==> src/rtl/mest_pro_host_pkg.sv <==
`default_nettype none
// ============================================================================
// Module   : mest_pro_host_pkg
// Brief    : Shared types and constants for the mest_pro host run controller.
// Revision : 1.0 - initial release
// ============================================================================
package mest_pro_host_pkg;

   localparam int c_RESULT_COUNT_W   = 16;
   localparam int c_DEFAULT_RESULT_W = 8;

   typedef enum logic [1:0] {
      IDLE    = 2'd0,
      MEM_RST = 2'd1,
      START   = 2'd2,
      RUN     = 2'd3
   } host_state_t;

   // Entry layout at the default result width; the top re-declares it per RESULT_WIDTH.
   typedef struct packed {
      logic                          carry;
      logic                          zero;
      logic [c_DEFAULT_RESULT_W-1:0] result;
   } result_entry_t;

   function automatic logic [c_RESULT_COUNT_W-1:0] sat_inc(input logic [c_RESULT_COUNT_W-1:0] v);
      return (v == '1) ? v : v + c_RESULT_COUNT_W'(1);
   endfunction

endpackage
`default_nettype wire

==> src/rtl/mest_pro_result_fifo.sv <==
`default_nettype none
// ============================================================================
// Module   : mest_pro_result_fifo
// Brief    : First-word fall-through result FIFO with flush, count, full/empty.
// Revision : 1.0 - initial release
// ============================================================================
module mest_pro_result_fifo
   import mest_pro_host_pkg::*;
#(
   parameter int WIDTH = 10,
   parameter int DEPTH = 16
) (
   input  logic                   clk,
   input  logic                   i_reset_n,
   input  logic                   i_flush,
   input  logic                   i_push,
   input  logic [WIDTH-1:0]       i_wr_data,
   input  logic                   i_pop,
   output logic [WIDTH-1:0]       o_rd_data,
   output logic [$clog2(DEPTH):0] o_count,
   output logic                   o_full,
   output logic                   o_empty
);

   localparam int c_PTR_W = $clog2(DEPTH);

   logic [WIDTH-1:0]   r_mem [DEPTH];
   logic [c_PTR_W-1:0] r_wr_ptr;
   logic [c_PTR_W-1:0] r_rd_ptr;
   logic [c_PTR_W:0]   r_count;
   logic               w_pop;
   logic               w_push;

   assign o_empty = (r_count == '0);
   assign o_full  = (r_count == (c_PTR_W+1)'(DEPTH));
   assign o_count = r_count;

   // A pop on a full FIFO frees the slot the same-cycle push needs.
   assign w_pop  = i_pop && !o_empty && !i_flush;
   assign w_push = i_push && (!o_full || w_pop) && !i_flush;

   assign o_rd_data = o_empty ? '0 : r_mem[r_rd_ptr];

   always_ff @(posedge clk or negedge i_reset_n) begin
      if (!i_reset_n) begin
         r_wr_ptr <= '0;
         r_rd_ptr <= '0;
         r_count  <= '0;
      end else if (i_flush) begin
         r_wr_ptr <= '0;
         r_rd_ptr <= '0;
         r_count  <= '0;
      end else begin
         if (w_push) r_wr_ptr <= r_wr_ptr + c_PTR_W'(1);
         if (w_pop)  r_rd_ptr <= r_rd_ptr + c_PTR_W'(1);
         case ({w_push, w_pop})
            2'b10:   r_count <= r_count + (c_PTR_W+1)'(1);
            2'b01:   r_count <= r_count - (c_PTR_W+1)'(1);
            default: r_count <= r_count;
         endcase
      end
   end

   always_ff @(posedge clk) begin
      if (w_push) r_mem[r_wr_ptr] <= i_wr_data;
   end

endmodule
`default_nettype wire

==> src/rtl/mest_pro_host_ctrl.sv <==
`default_nettype none
// ============================================================================
// Module   : mest_pro_host_ctrl
// Brief    : Host run controller: sequences mest_pro, buffers results, watchdog.
// Revision : 1.0 - initial release
// ============================================================================
module mest_pro_host_ctrl
   import mest_pro_host_pkg::*;
#(
   parameter int RESULT_WIDTH     = 8,
   parameter int FIFO_DEPTH       = 16,
   parameter int MEM_RESET_CYCLES = 4,
   parameter int TIMEOUT_CYCLES   = 65536
) (
   input  logic                          clk,
   input  logic                          i_reset_n,
   input  logic                          i_run,
   output logic                          o_busy,
   output logic                          o_memory_reset,
   output logic                          o_start,
   input  logic [RESULT_WIDTH-1:0]       i_result,
   input  logic                          i_valid_result,
   input  logic                          i_carry,
   input  logic                          i_zero_flag,
   input  logic                          i_all_done,
   output logic [RESULT_WIDTH+1:0]       o_rd_data,
   output logic                          o_rd_valid,
   input  logic                          i_rd_en,
   output logic [$clog2(FIFO_DEPTH):0]   o_fifo_count,
   output logic [c_RESULT_COUNT_W-1:0]   o_result_count,
   output logic                          o_overflow,
   output logic                          o_done,
   output logic                          o_timeout
);

   localparam int c_MEM_W  = $clog2(MEM_RESET_CYCLES + 1);
   localparam int c_WDOG_W = $clog2(TIMEOUT_CYCLES + 1);

   typedef struct packed {
      logic                    carry;
      logic                    zero;
      logic [RESULT_WIDTH-1:0] result;
   } entry_t;

   host_state_t                 r_state;
   logic [c_MEM_W-1:0]          r_mem_cnt;
   logic [c_WDOG_W-1:0]         r_wdog;
   logic                        r_memory_reset;
   logic                        r_start;
   logic                        r_overflow;
   logic                        r_done;
   logic                        r_timeout;
   logic [c_RESULT_COUNT_W-1:0] r_result_count;

   entry_t w_entry;
   logic   w_accept;
   logic   w_push;
   logic   w_drop;
   logic   w_full;
   logic   w_empty;

   assign w_entry  = '{carry: i_carry, zero: i_zero_flag, result: i_result};
   assign w_accept = (r_state == IDLE) && i_run;
   assign w_push   = (r_state == RUN) && i_valid_result;
   // Full implies non-empty, so any host pop frees a slot for this push.
   assign w_drop   = w_push && w_full && !i_rd_en;

   mest_pro_result_fifo #(
      .WIDTH (RESULT_WIDTH + 2),
      .DEPTH (FIFO_DEPTH)
   ) u_fifo (
      .clk       (clk),
      .i_reset_n (i_reset_n),
      .i_flush   (w_accept),
      .i_push    (w_push),
      .i_wr_data (w_entry),
      .i_pop     (i_rd_en),
      .o_rd_data (o_rd_data),
      .o_count   (o_fifo_count),
      .o_full    (w_full),
      .o_empty   (w_empty)
   );

   always_ff @(posedge clk or negedge i_reset_n) begin
      if (!i_reset_n) begin
         r_state        <= IDLE;
         r_mem_cnt      <= '0;
         r_wdog         <= '0;
         r_memory_reset <= 1'b0;
         r_start        <= 1'b0;
         r_overflow     <= 1'b0;
         r_done         <= 1'b0;
         r_timeout      <= 1'b0;
         r_result_count <= '0;
      end else begin
         case (r_state)
            IDLE: begin
               if (i_run) begin
                  r_done         <= 1'b0;
                  r_timeout      <= 1'b0;
                  r_overflow     <= 1'b0;
                  r_result_count <= '0;
                  r_mem_cnt      <= c_MEM_W'(MEM_RESET_CYCLES);
                  r_state        <= MEM_RST;
               end
            end
            MEM_RST: begin
               if (r_mem_cnt != '0) begin
                  r_memory_reset <= 1'b1;
                  r_mem_cnt      <= r_mem_cnt - c_MEM_W'(1);
               end else begin
                  r_memory_reset <= 1'b0;
                  r_start        <= 1'b1;
                  r_state        <= START;
               end
            end
            START: begin
               r_start <= 1'b0;
               r_wdog  <= '0;
               r_state <= RUN;
            end
            RUN: begin
               if (i_valid_result) r_result_count <= sat_inc(r_result_count);
               if (w_drop)         r_overflow     <= 1'b1;
               if (i_all_done) begin
                  r_done  <= 1'b1;
                  r_state <= IDLE;
               end else if (r_wdog == c_WDOG_W'(TIMEOUT_CYCLES - 1)) begin
                  r_timeout <= 1'b1;
                  r_state   <= IDLE;
               end else begin
                  r_wdog <= r_wdog + c_WDOG_W'(1);
               end
            end
            default: r_state <= IDLE;
         endcase
      end
   end

   assign o_busy         = (r_state != IDLE);
   assign o_memory_reset = r_memory_reset;
   assign o_start        = r_start;
   assign o_rd_valid     = !w_empty;
   assign o_result_count = r_result_count;
   assign o_overflow     = r_overflow;
   assign o_done         = r_done;
   assign o_timeout      = r_timeout;

endmodule
`default_nettype wire

==> config.mk <==
export PLATFORM = sky130hd
export DESIGN_NAME = mest_pro_host_ctrl
export DESIGN_NICKNAME = d
export VERILOG_FILES = /design/src/rtl/mest_pro_host_pkg.sv /design/src/rtl/mest_pro_result_fifo.sv /design/src/rtl/mest_pro_host_ctrl.sv
export SDC_FILE = /design/constraint.sdc
export NUM_CORES = 1
export LEC_CHECK = 0
export CORE_AREA = 2 2 210 109
export DETAILED_ROUTE_END_ITERATION = 10
export DIE_AREA = 0 0 212 111
export SETUP_SLACK_MARGIN = 0.5
export SYNTH_ARGS = -nofsm -noshare
export SYNTH_HDL_FRONTEND = slang
export SYNTH_SLANG_ARGS = --single-unit
==> constraint.sdc <==
create_clock -name clk -period 4.3 [get_ports clk]
set_clock_uncertainty 0.1 [all_clocks]
set_input_delay 0.43 -clock clk [delete_from_list [all_inputs] [get_ports clk]]
set_output_delay 0.43 -clock clk [all_outputs]
set_load 0.01 [all_outputs]
==> impl_metrics.env, run 1 <==
export IMPL_grt_max_degree=45
export IMPL_rsz0062_at_grt="false"
export IMPL_place_area_um2=10700
export IMPL_area_growth_pct=17.4
export IMPL_period_share=0.838
export IMPL_cts_sinks=216
export IMPL_rows=39
export IMPL_cts_tree="built"
export IMPL_drive_gt1_frac=0.163
export IMPL_die_area_um2=23500
export IMPL_critPathLaunchType="register"
export IMPL_num_vias=5992
export IMPL_drc_errors=0
export IMPL_maxSlewHeadroom=0.284
export IMPL_drt_iter0_drc=634
export IMPL_grt_use_total=0.192
export IMPL_wl_per_cell_um=21.0
export IMPL_cp_max_fo=10
export IMPL_syn_inst=649
export IMPL_die_w_um=212
export IMPL_synth_flop_cell="edfxtp_1"
export IMPL_port_buffers=53
export IMPL_synth_top_area_cell="edfxtp_1"
export IMPL_htree_num_levels=1
export IMPL_hold_violations=0
export IMPL_synth_top_area_frac=0.498
export IMPL_via_per_inst=5.75
export IMPL_synth_area_top_cells="edfxtp_1, dfrtp_1, mux4_2, mux2i_1, ha_1"
export IMPL_dp_hpwl_um=14600
export IMPL_synth_area_um2=9640
export IMPL_power_leakage_nw=3.91
export IMPL_grt_pass1_vias=6074
export IMPL_clkTransAtPathRegs_ns=0.07
export IMPL_n_antenna_cell=0
export IMPL_synth_async_reset_ratio=0.259
export IMPL_reg2reg_setup_slack_ns=0.95
export IMPL_ys_ff_latch=216
export IMPL_setup_viol=0
export IMPL_worstSetupEndpointType="primary output"
export IMPL_cts_root_buf="clkbuf_16"
export IMPL_cap_viol_max_count=0
export IMPL_antenna_found_initial=0
export IMPL_ff2ff_path_depth=10
export IMPL_ys_seq_area_frac=0.644
export IMPL_final_antenna_net_count=0
export IMPL_synth_warning_count=0
export IMPL_drv_slew=0
export IMPL_synthTopCellsByCount="edfxtp_1, dfrtp_1, mux4_2, nor2_1, nand2_1"
export IMPL_yosysUniqueCellTypes=59
export IMPL_fin_crit_ns=3.60
export IMPL_clk_path_buf_depth=3
export IMPL_wirelength_um=21900
export IMPL_drt_first_pass_iters=5
export IMPL_start_util=0.438
export IMPL_synth_edf_count=160
export IMPL_fin_area_um2=11300
export IMPL_nets=756
export IMPL_syn_avg_cell_area_um2=14.9
export IMPL_io_pins=54
export IMPL_grt_overflow_total=0
export IMPL_worst_pin_slew_ns=1.06
export IMPL_place_gp_congestion=0.847
export IMPL_die_h_um=111
export IMPL_critPathRequiredTime_ns=3.77
export IMPL_yosysMostFrequentCell="edfxtp_1"
export IMPL_max_freq_ghz=0.278
export IMPL_clk_latency_ns=0.51
export IMPL_status="completed"
export IMPL_critical_path_class="register to primary output"
export IMPL_grt_pass1_wl_um=34600
export IMPL_ir_worst_vdd_uv=278
export IMPL_post_cts_resized=0
export IMPL_cp_data_arrival_time_ns=3.07
export IMPL_hold_class="input pin to async pin"
export IMPL_numCtsBuffers=21
export IMPL_pwr_density_cell_nw_per_um2=556
export IMPL_fin_setup_tns_ns=0
export IMPL_core_area_um2=22000
export IMPL_syn_nets=684
## worst max-delay path: stages (launching register included)
cell,delay [ns]
dfrtp_1,0.48
or4_4,0.65
nand2b_4,0.19
nand2b_1,0.52
o22ai_1,0.19
clkdlybuf4s50_1,0.52
## per-layer routing
layer | global-route usage | wire, um
met2 | 0.276 | 9400
met1 | 0.305 | 10900
met4 | 0.0376 | 301
met3 | 0.0351 | 1320
met5 | 0 | 0
## repair_timing
item                                    4_1_cts  5_1_grt
setup buffers                                 0        2
hold endpoints to repair                     12        0
hold buffers                                  1        0
endpoints found under the setup margin        0        2
## logic make-up after synthesis
logic type                 after synthesis  share of synthesized area
AOI/OAI and AO/OA                      111                     0.0790
xor gates and xnor gates                12                     0.0109
adders and majority gates               19                     0.0247
buffers and inverters                   56                     0.0261
DFF                                    216                      0.644
muxes                                   66                      0.121
and+or+nand+nor                        169                     0.0950
## registers in the layout, indices dropped and copies added, names as in the netlist
register and count:
r_wdog 17, u_fifo.r_wr_ptr 4, o_done 1, r_state 2, u_fifo.r_mem 160, o_overflow 1
o_timeout 1, o_start 1, u_fifo.r_rd_ptr 4, o_memory_reset 1, u_fifo.o_count 5, r_mem_cnt 3
o_result_count 16
## worst paths after layout
check	startpoint	endpoint
worst max-delay path	u_fifo.o_count[1]	o_rd_data[8]
worst min-delay path	i_reset_n	u_fifo.o_count[1]
worst max register to register	u_fifo.o_count[1]	u_fifo.o_count[2]
worst min register to register	r_wdog[16]	r_wdog[16]
max in group asynchronous	i_reset_n	o_result_count[10]
min in group clk	r_wdog[16]	r_wdog[16]
## stage by stage
| stage | instances | hold WS, ns | total power, mW | setup slack (ns) | utilization |
|---|---|---|---|---|---|
| after floorplan | 649 | 0.0344 | 3.88 | 1.09 | - |
| after global placement | 1002 | 0.240 | 4.52 | 0.828 | 0.484 |
| after detailed placement | 1002 | 0.248 | 4.59 | 0.640 | 0.484 |
| after CTS | 1040 | 0.241 | 6.34 | 0.613 | 0.514 |
| after global routing | 1042 | 0.268 | 6.63 | 0.638 | 0.514 |
| final | 1042 | 0.251 | 6.29 | 0.698 | 0.514 |
## report_power, final
| part | switching [mW] | internal, mW |
|---|---|---|
| sequential | 0.168 | 2.37 |
| combinational | 1.07 | 0.939 |
| clock | 0.785 | 0.961 |
## layout by cell type (no fill, tap or decap), types with 21 or more instances in the layout
cell             count
clkbuf_16           21
o21ai_0             26
mux2i_1             25
buf_4               27
nand2_1             28
edfxtp_1           160
clkdlybuf4s50_1     52
inv_1               24
a21oi_1             21
nor2_1              33
mux4_2              40
dfrtp_1             54
## area by class of cell
| type | count | area, um2 |
|---|---|---|
| clock buffer | 24 | 537 |
| clock inverter | 13 | 97.6 |
| fill | 1825 | 10700 |
| inverter | 24 | 90.1 |
| multi-input combinational | 377 | 3260 |
| sequential | 216 | 6210 |
| tap | 307 | 384 |
| timing repair buffer | 81 | 738 |
Note: power is estimated with default switching activity, not from simulation.
==> run 2, diff against run 1 <==
clock period = 3.2 ns   (was 4.3 ns; I/O delays follow)
==> impl_metrics.env, run 2 (same netlist as run 1, synthesis figures left out) <==
export IMPL_top_layer_used="met4"
export IMPL_multi_input_area_um2=3370
export IMPL_place_area_um2=10800
export IMPL_ir_worst_vdd_uv=310
export IMPL_drv_slew=0
export IMPL_power_leakage_nw=4.23
export IMPL_r2r_start="u_fifo.o_count[3]"
export IMPL_clk_latency_ns=0.49
export IMPL_nets=798
export IMPL_htree_num_levels=1
export IMPL_via_per_inst=5.75
export IMPL_final_common_cell="edfxtp_1"
export IMPL_drt_first_pass_iters=5
export IMPL_pwr_density_cell_nw_per_um2=788
export IMPL_max_freq_ghz=0.344
export IMPL_reg2reg_setup_slack_ns=0.29
export IMPL_fin_area_um2=12000
export IMPL_drt_iter0_drc=468
export IMPL_hold_class="input pin to async pin"
export IMPL_status="completed"
export IMPL_critical_path_class="register to register"
export IMPL_final_core_util=0.543
export IMPL_dr_wl_met2_um=10200
export IMPL_ff2ff_path_depth=10
export IMPL_wl_met3_um=1410
export IMPL_numCtsBuffers=21
export IMPL_drive_gt1_frac=0.250
export IMPL_seqCellArea_um2=6210
export IMPL_fin_crit_ns=2.91
export IMPL_drc_errors=0
export IMPL_cap_viol_max_count=0
export IMPL_critPathLaunchType="register"
export IMPL_cp_endpoint="u_fifo.o_count[2]"
export IMPL_start_util=0.438
export IMPL_grt_pass1_vias=6226
export IMPL_die_w_um=212
export IMPL_hold_slack_ns=0.243
export IMPL_num_vias=6232
export IMPL_setup_viol=0
export IMPL_cts_tree="built"
export IMPL_regMostFlops="u_fifo.r_mem"
export IMPL_rsz0062_at_grt="true"
export IMPL_critPathRequiredTime_ns=3.52
export IMPL_period_share=0.909
export IMPL_grt_use_total=0.198
export IMPL_area_growth_pct=24.1
export IMPL_cts_sinks=216
export IMPL_dp_hpwl_um=15100
export IMPL_wl_per_cell_um=21.1
export IMPL_cts_root_buf="clkbuf_16"
export IMPL_final_antenna_net_count=0
export IMPL_io_pins=54
export IMPL_hold_violations=0
export IMPL_die_area_um2=23500
export IMPL_wirelength_um=22800
export IMPL_cp_max_fo=4
export IMPL_port_buffers=53
export IMPL_die_h_um=111
export IMPL_place_gp_congestion=0.816
export IMPL_r2r_end="u_fifo.o_count[2]"
export IMPL_cp_data_arrival_time_ns=3.23
export IMPL_layout_common_cells="edfxtp_1, dfrtp_1, buf_4"
export IMPL_largest_register_ffs=160
export IMPL_grt_max_degree=35
export IMPL_instances_no_fill=1084
export IMPL_wirelength_met1_um=11000
export IMPL_antenna_found_initial=0
export IMPL_grt_pass1_wl_um=35700
export IMPL_cp_startpoint="u_fifo.o_count[3]"
export IMPL_clk_path_buf_depth=3
export IMPL_fillerInstances=1761
export IMPL_fin_setup_tns_ns=0
export IMPL_worst_pin_slew_ns=0.634
export IMPL_clkTransAtPathRegs_ns=0.06
export IMPL_worstSetupEndpointType="register"
export IMPL_core_area_um2=22000
export IMPL_dp_cells=1013
export IMPL_maxSlewHeadroom=0.576
export IMPL_rows=39
export IMPL_n_antenna_cell=0
export IMPL_grt_overflow_total=0
==> run 2: cell types whose count changed in the layout (fill, tap and decap cells not counted), sizes merged, moves of 2 or more <==
cell	change
buf	+48
bufinv	+4
clkdlybuf4s50	-10
inv	-2
==> run 2: metal layers <==
layer / global-route usage / vias to the layer above
met4: 0.0310 / 0
met1: 0.311 / 3251
met2: 0.289 / 173
met5: 0 / -
li1: - / 2785
met3: 0.0377 / 23
==> run 2: how the worst min path moves through the flow <==
stage	end	slack (ns)	cells after the start
floorplan	o_done	-0.08	0
global placement	o_memory_reset	0.23	1
detailed placement	r_mem_cnt[0]	0.23	1
CTS	r_wdog[2]	0.25	2
global route	r_mem_cnt[0]	0.30	2
finish	r_mem_cnt[0]	0.24	2
==> run 2: through the flow <==
step	setup slack [ns]	power (mW)
floorplan	0.120	5.24
detailed placement	0.316	6.27
global placement	0.421	6.16
finish	0.290	9.43
global route	0.202	9.90
CTS	0.380	9.31
==> run 2: report_power, final <==
part | leakage [nW] | internal (mW) | switching (mW)
Sequential | 2.18 | 3.18 | 0.178
Clock | 0.349 | 1.60 | 1.03
Combinational | 1.70 | 1.73 | 1.70
==> run 2: cell type report <==
type / count / area share
clock buffers: 22 / 0.0443
flip-flops and latches: 216 / 0.519
repair buffers: 123 / 0.0982
clock inverters: 15 / 0.0171
inverters: 24 / 0.00753
multi-input cells: 377 / 0.281
well taps: 307 / 0.0321
==> run 2: what timing repair did <==
action                     CTS  global route
gates cloned                 1             0
gates resized for setup     61            18
hold buffers                 1             0
setup endpoints to repair   14            22
setup buffers               23             9
hold endpoints to repair    22             0
pin swaps                    9             8
==> run 2: critical path: stages (launching register included) <==
cell and delay [ns]:
dfrtp_2 0.40, or4_4 0.56, buf_6 0.15, o311ai_4 0.33, ha_4 0.20, xor2_1 0.15
ha_2 0.22, a21oi_2 0.04, xor2_1 0.17, or3_1 0.37, a21oi_2 0.14
==> run 3, diff against run 2 <==
==> constraint.sdc (replaced) <==
create_clock -name clk -period 3.2 [get_ports clk]
set_clock_uncertainty 0.1 [all_clocks]
set_input_delay 0.32 -clock clk [delete_from_list [all_inputs] [get_ports clk]]
set_output_delay 0.32 -clock clk [all_outputs]
set_load 0.1 [all_outputs]
==> impl_metrics.env, run 3 (same netlist as run 1, synthesis figures left out) <==
export IMPL_fillerInstances=1739
export IMPL_cts_root_buf="clkbuf_16"
export IMPL_worst_pin_slew_ns=0.985
export IMPL_grt_use_total=0.196
export IMPL_cp_max_fo=5
export IMPL_cap_viol_max_count=0
export IMPL_num_vias=6177
export IMPL_grt_pass1_wl_um=34900
export IMPL_area_growth_pct=23.8
export IMPL_fin_ws_ns=0.387
export IMPL_wirelength_um=22800
export IMPL_period_share=0.879
export IMPL_nets=773
export IMPL_clkTransAtPathRegs_ns=0.06
export IMPL_pwr_density_cell_nw_per_um2=930
export IMPL_worstSetupEndpointType="register"
export IMPL_clk_latency_ns=0.51
export IMPL_final_antenna_net_count=0
export IMPL_fin_crit_ns=2.81
export IMPL_cts_tree="built"
export IMPL_wl_per_cell_um=21.5
export IMPL_cts_sinks=216
export IMPL_maxSlewHeadroom=0.341
export IMPL_port_buffers=53
export IMPL_power_leakage_nw=4.17
export IMPL_place_area_um2=10900
export IMPL_grt_overflow_total=0
export IMPL_antenna_found_initial=0
export IMPL_drc_errors=0
export IMPL_p_total_mw=11.1
export IMPL_status="completed"
export IMPL_drive_gt1_frac=0.271
export IMPL_critical_path_class="register to register"
export IMPL_rows=39
export IMPL_hold_violations=0
export IMPL_max_freq_ghz=0.355
export IMPL_dp_slack_ns=0.230
export IMPL_die_w_um=212
export IMPL_core_area_um2=22000
export IMPL_hold_class="input pin to async pin"
export IMPL_regMostFlops="u_fifo.r_mem"
export IMPL_layout_common_cells="edfxtp_1, buf_4, dfrtp_1"
export IMPL_drt_iter0_drc=744
export IMPL_drv_slew=0
export IMPL_cp_data_arrival_time_ns=3.10
export IMPL_htree_num_levels=1
export IMPL_clk_path_buf_depth=3
export IMPL_largest_register_ffs=160
export IMPL_rsz0062_at_grt="true"
export IMPL_setup_viol=0
export IMPL_start_util=0.438
export IMPL_numCtsBuffers=21
export IMPL_die_h_um=111
export IMPL_fin_setup_tns_ns=0
export IMPL_grt_max_degree=42
export IMPL_final_common_cell="edfxtp_1"
export IMPL_place_gp_congestion=0.874
export IMPL_drt_first_pass_iters=5
export IMPL_grt_pass1_vias=5842
export IMPL_dp_hpwl_um=15000
export IMPL_io_pins=54
export IMPL_final_core_util=0.542
export IMPL_via_per_inst=5.83
export IMPL_ir_worst_vdd_uv=632
export IMPL_die_area_um2=23500
export IMPL_n_antenna_cell=0
export IMPL_fin_area_um2=11900
export IMPL_critPathRequiredTime_ns=3.48
export IMPL_critPathLaunchType="register"
run 3: cell count changes in the layout (fill, tap and decap cells not counted), moves of 5 or more:
| cell | change |
|---|---|
| o22ai_4 | +10 |
| o22ai_1 | -10 |
| mux2i_1 | -5 |
| clkdlybuf4s50_1 | -22 |
| buf_2 | -7 |
run 3: final cells by class:
class / count / area, um2 / share of cell area
sequential: 216 / 6220 / 0.521
clock buffer: 26 / 544 / 0.0456
multi-input combinational: 377 / 3530 / 0.296
inverter: 24 / 90.1 / 0.00755
timing repair buffer: 98 / 1030 / 0.0866
clock inverter: 11 / 135 / 0.0113
tap: 307 / 384 / 0.0322
run 3: metrics by stage:
stage / hold slack, ns / instances
floorplan: -0.0756 / 649
global placement: 0.383 / 1007
detailed placement: 0.395 / 1007
CTS: 0.410 / 1057
global route: 0.452 / 1059
finish: 0.396 / 1059
run 3: path summary, 6_finish.rpt:
check / from / slack [ns] / end / depth (start not counted)
max in group asynchronous: i_reset_n / 1.79 / o_result_count[12] / 3
worst min register to register: r_wdog[16] / 0.41 / r_wdog[16] / 2
worst min-delay path: i_reset_n / 0.40 / r_mem_cnt[0] / 2
min in group clk: r_wdog[16] / 0.41 / r_wdog[16] / 2
worst max register to register: u_fifo.o_count[1] / 0.39 / u_fifo.o_count[4] / 11
worst max-delay path: u_fifo.o_count[1] / 0.39 / u_fifo.o_count[4] / 11
run 3: timing repair:
item                                    4_1_cts  5_1_grt
gates cloned                                  2        1
resized for setup                            16       14
endpoints found under the hold margin        40        0
pin swaps                                    12        4
endpoints found under the setup margin       13       16
hold buffers                                  1        0
setup buffers                                10        1
run 3: critical path, cell delays in order (launching register included):
cell,delay (ns)
dfrtp_4,0.48
or4_4,0.53
buf_6,0.15
o21ai_4,0.15
nor2_4,0.06
ha_4,0.18
xor2_1,0.16
ha_2,0.20
o211a_1,0.23
o21bai_1,0.18
a31oi_1,0.14
mux2i_1,0.13
run 3: where the power goes:
part           internal, mW  switching, mW
clock network          1.45           1.05
registers              3.19          0.172
logic                  1.98           3.26
run 3: per-layer routing:
layer,track usage,share of wire,routed length [um],vias to the layer above
met1,0.327,0.50,11400,3169
met2,0.259,0.41,9370,229
met5,0,0,0,-
met4,0.0347,0.017,387,0
li1,-,-,-,2747
met3,0.0428,0.071,1610,32
